## config.mk

```make
export PLATFORM = sky130hd
export DESIGN_NAME = pong_game_ctrl
export DESIGN_NICKNAME = d
export VERILOG_FILES = /design/src/rtl/pong_game_ctrl.sv
export SDC_FILE = /design/constraint.sdc
export NUM_CORES = 1
export LEC_CHECK = 0
export CAP_MARGIN = 20
export CORE_ASPECT_RATIO = 0.7
export CORE_MARGIN = 3
export CORE_UTILIZATION = 54
export DETAILED_ROUTE_END_ITERATION = 10
export PLACE_DENSITY_LB_ADDON = 0.12
export SYNTH_ARGS = -nofsm -noshare
export SYNTH_HDL_FRONTEND = slang
export SYNTH_SLANG_ARGS = --single-unit
```

## constraint.sdc

```tcl
create_clock -name clock -period 2.45 [get_ports clock]
set_input_delay 0.3675 -clock clock [delete_from_list [all_inputs] [get_ports clock]]
set_output_delay 0.3675 -clock clock [all_outputs]
set_load 0.005 [all_outputs]
```

## src/rtl/pong_game_ctrl.sv

```systemverilog
// Pong match sequencer: serve delay, point scoring, win detection and rematch.
// Outputs are registered; ball_load pulses on each point end and on rematch.
module pong_game_ctrl #(
  parameter int WIN_SCORE    = 7,
  parameter int SERVE_FRAMES = 60
) (
  input  logic       clock,
  input  logic       reset_L,
  input  logic       frame_tick,
  input  logic       serve,
  input  logic       miss_left,
  input  logic       miss_right,
  output logic       ball_run,
  output logic       ball_load,
  output logic       serve_right,
  output logic [3:0] score_left,
  output logic [3:0] score_right,
  output logic       game_over,
  output logic       winner
);

  localparam logic [3:0] WIN    = 4'(WIN_SCORE);
  localparam logic [7:0] FRAMES = 8'(SERVE_FRAMES);

  typedef enum logic [2:0] {IDLE, SERVE_WAIT, PLAY, POINT, OVER} state_t;

  state_t     state;
  logic [7:0] frame_cnt;
  logic       serve_q;
  logic       serve_edge;

  // serve_q resets high so a button held through reset release is not an edge
  assign serve_edge = serve & ~serve_q;

  always_ff @(posedge clock or negedge reset_L) begin
    if (!reset_L) begin
      state       <= IDLE;
      frame_cnt   <= 8'd0;
      serve_q     <= 1'b1;
      ball_run    <= 1'b0;
      ball_load   <= 1'b0;
      serve_right <= 1'b1;
      score_left  <= 4'd0;
      score_right <= 4'd0;
      game_over   <= 1'b0;
      winner      <= 1'b0;
    end else begin
      serve_q   <= serve;
      ball_load <= 1'b0;
      case (state)
        IDLE: begin
          if (serve_edge) begin
            state     <= SERVE_WAIT;
            frame_cnt <= FRAMES;
          end
        end
        SERVE_WAIT: begin
          if (frame_tick && frame_cnt != 8'd0) begin
            frame_cnt <= frame_cnt - 8'd1;
            if (frame_cnt == 8'd1) begin
              state    <= PLAY;
              ball_run <= 1'b1;
            end
          end
        end
        PLAY: begin
          if (miss_left || miss_right) begin
            state     <= POINT;
            ball_run  <= 1'b0;
            ball_load <= 1'b1;
            // a simultaneous double miss replays the point untouched
            if (miss_left && !miss_right) begin
              if (score_right != WIN) score_right <= score_right + 4'd1;
              serve_right <= 1'b0;
            end else if (miss_right && !miss_left) begin
              if (score_left != WIN) score_left <= score_left + 4'd1;
              serve_right <= 1'b1;
            end
          end
        end
        POINT: begin
          if (score_left == WIN || score_right == WIN) begin
            state     <= OVER;
            game_over <= 1'b1;
            winner    <= (score_right == WIN);
          end else begin
            state <= IDLE;
          end
        end
        OVER: begin
          if (serve_edge) begin
            state       <= IDLE;
            score_left  <= 4'd0;
            score_right <= 4'd0;
            serve_right <= 1'b1;
            ball_load   <= 1'b1;
            game_over   <= 1'b0;
            winner      <= 1'b0;
          end
        end
        default: state <= IDLE;
      endcase
    end
  end

endmodule
```

==> impl_metrics.json <==
{
  "synth.distinct_cells": 39,
  "cts_root_buf": "clkbuf_8",
  "drive_above_1_share_pct": 12.05,
  "final_max_slew_viol_count": 0,
  "numClockSinks": 25,
  "holdWs_ns": 0.4591,
  "met2_usage_pct": 33.61,
  "synth-seq-area-share_pct": 44.39,
  "syn_area_per_cell_um2": 9.827,
  "tightest_slew_ns": 0.5889,
  "synth_top_flop_cell": "dfrtp_1",
  "post-dp-hpwl_um": 2344,
  "wl_per_cell_um": 15.78,
  "finClkSkew_ns": 0.004716,
  "grtUsageTotal_pct": 21.43,
  "met1_usage_pct": 29.69,
  "power.switching_uw": 370.7,
  "intPower_uw": 752.0,
  "postCtsSetupBuffers": 0,
  "setup_viol": 0,
  "clkLatencyLatePin_ns": 0.27,
  "gp_congestion": 0.7708,
  "overflow": 0,
  "antenna_found_initial": 0,
  "synthCells": 144,
  "cpPeakStageDelay_ns": 0.51,
  "path_cells": "clkdlybuf4s50_1 -> inv_1 -> ha_1 -> nor3b_1 -> o21bai_1 -> inv_1 -> o21ai_0 -> mux2i_1",
  "final_antenna_net_count": 0,
  "r2r_start": "frame_cnt[4]$_DFFE_PN0P_",
  "reg2regPathDepth": 4,
  "path_delay_family": "buffers and inverters",
  "fin_area_um2": 1687,
  "cp.depth": 8,
  "yosys_warnings": 0,
  "finalCritPeriodShare_pct": 80.66,
  "grt_first_pass_wirelength_um": 5395,
  "clkPwrFrac_pct": 22.0,
  "die_x_um": 67.19,
  "timing.max_cap.violations": 0,
  "maxSlewHeadroom_pct": 60.66,
  "grtUsageMet3_pct": 4.378,
  "crit_type": "in2reg",
  "ioPinCount": 19,
  "n_antenna_cell": 0,
  "synth.top_cell.area_share_pct": 40.67,
  "synth_top_area_cell": "dfrtp_1",
  "swShare_pct": 33.02,
  "drt_wl_total_um": 3124,
  "startpoint_type": "input port",
  "syn_area_um2": 1415,
  "clkTransAtPathRegs_ns": 0.09,
  "port_buffers": 18,
  "power_density_nw_per_um2": 665.7,
  "irDropWorstVdd_mv": 0.5132,
  "pwr-share-comb_pct": 26.5,
  "grt_max_degree": 26,
  "first_pass_iters": 4,
  "grt_pass1_vias": 1140,
  "worst_path_max_delay_cell": "o21bai_1",
  "syn2layout_area_growth_pct": 19.19,
  "grt_setup_unrepaired": "no",
  "cts_buffers": 3,
  "grt-busiest-layer": "met2",
  "syn-num-nets": 158,
  "crit_buf_inv": 3,
  "async_reset_ff_share_pct": 100.0,
  "core_um2": 2312,
  "critPathLaunch": "miss_right",
  "critPathCaptureType": "flip-flop",
  "seqPwrFrac_pct": 51.5,
  "cts_hold_buf": 0,
  "placed_area_um2": 1640,
  "arrival_ns": 2.18,
  "crit_top_cell": "inv_1",
  "cp_max_fo": 9,
  "num_rows": 14,
  "period_needed_ns": 1.976,
  "die_y_um": 48.83,
  "required_ns": 2.66,
  "clockBufferDepth": 2,
  "finalHoldViolCount": 0,
  "p_leak_nw": 0.7728,
  "vias": 1157,
  "dieArea_um2": 3281,
  "synth_common_cells": "23 x dfrtp_1, 11 x nor2_1, 11 x o21ai_0",
  "start_util_pct": 61.20,
  "synthMostInstantiatedCell": "dfrtp_1",
  "min_path_type": "in2async",
  "drc": 0,
  "finalPower_mw": 1.123,
  "via_per_inst": 5.843,
  "drtIter0Drc": 96,
  "status": "complete, no violations",
  "tns_ns": 0,
  "h-tree-depth": 1,
  "fmax_mhz": 506.0,
  "cts_tree": "yes",
  "synth_edf_count": 0,
  "ctsResizeCount": 0,
  "synth.area.top_cells": "dfrtp_1 41%, ha_1 7.1%, mux2i_1 5.0%, o21ai_0 3.9%, dfstp_2 3.7%",
  "synth_seq_cells": 25,
  "layout.nets": 181,
  "fillers": 189
}
power groups by stage:
stage	sequential [mW]	clock, mW	combinational, mW
floorplan	0.552	0	0.215
CTS	0.576	0.251	0.297
global route	0.595	0.272	0.343
detailed placement	0.584	0	0.293
global placement	0.574	0	0.275
finish	0.578	0.247	0.297
state kept, by name, indices dropped and copies added, names as in the netlist:
register and flops:
frame_cnt 8, score_left 4, score_right 4, state 3
ball_load 1, ball_run 1, game_over 1, serve_q 1
serve_right 1, winner 1
placed cells by master, fill, tap and decap left out, drive strengths merged, types with 3 or more instances in the layout:
cell type	netlist	layout
a21oi	6	6
o21ai	11	11
inv	9	9
buf	4	4
nand3	7	7
ha	8	8
dfrtp	23	23
clkdlybuf4s50	0	18
nand2	8	8
nand2b	6	6
nor3b	4	4
nor4	3	3
or3	5	5
mux2i	7	7
clkbuf	0	3
nand3b	6	6
nor2	11	11
cell families (layout without fill, tap and decap cells):
group | Yosys count | count (layout) | share of synthesized area, %
AND/OR/NAND/NOR | 64 | 64 | 27.59
buffers and inverters | 13 | 35 | 4.155
adder cells (fa/ha/maj) | 8 | 8 | 7.074
multiplexers | 8 | 8 | 5.747
AO/OA/AOI/OAI | 25 | 25 | 10.43
XOR/XNOR | 1 | 1 | 0.6190
flip-flops | 25 | 25 | 44.39
area by class of cell:
cell class	instances	area, µm²	share of cell area, %
flip-flops and latches	25	628.1	37.24
repair buffers	22	210.2	12.46
clock inverters	1	5.005	0.2967
multi-input cells	106	728.2	43.17
clock buffers	3	41.29	2.448
inverters	9	33.78	2.003
well taps	32	40.04	2.374
per-stage QoR:
step                worst slack, ns  util, %  cells
floorplan                    0.6274        -    144
global placement             0.2852    70.94    194
detailed placement           0.2199    70.94    194
CTS                          0.4969    72.94    198
global route                 0.2729    72.94    198
finish                       0.4738    72.94    198
routing by layer:
metal / share of wire (%) / up-vias
met5: 0 / -
met2: 48 / 33
met4: 1.4 / 0
met1: 46 / 562
met3: 4.7 / 6
li1: - / 556
final timing paths:
check                                            to  slack [ns]
setup / recovery            serve_right$_DFFE_PN1P_        0.47
hold / removal                 state[1]$_DFFE_PN0P_        0.46
setup reg to reg           frame_cnt[7]$_DFFE_PN0P_        0.51
hold reg to reg               game_over$_DFFE_PN0P_        0.49
max in group asynchronous         serve_q$_DFF_PN1_        1.69
min in group clock            game_over$_DFFE_PN0P_        0.49
Note: power is estimated with default switching activity, not from simulation.
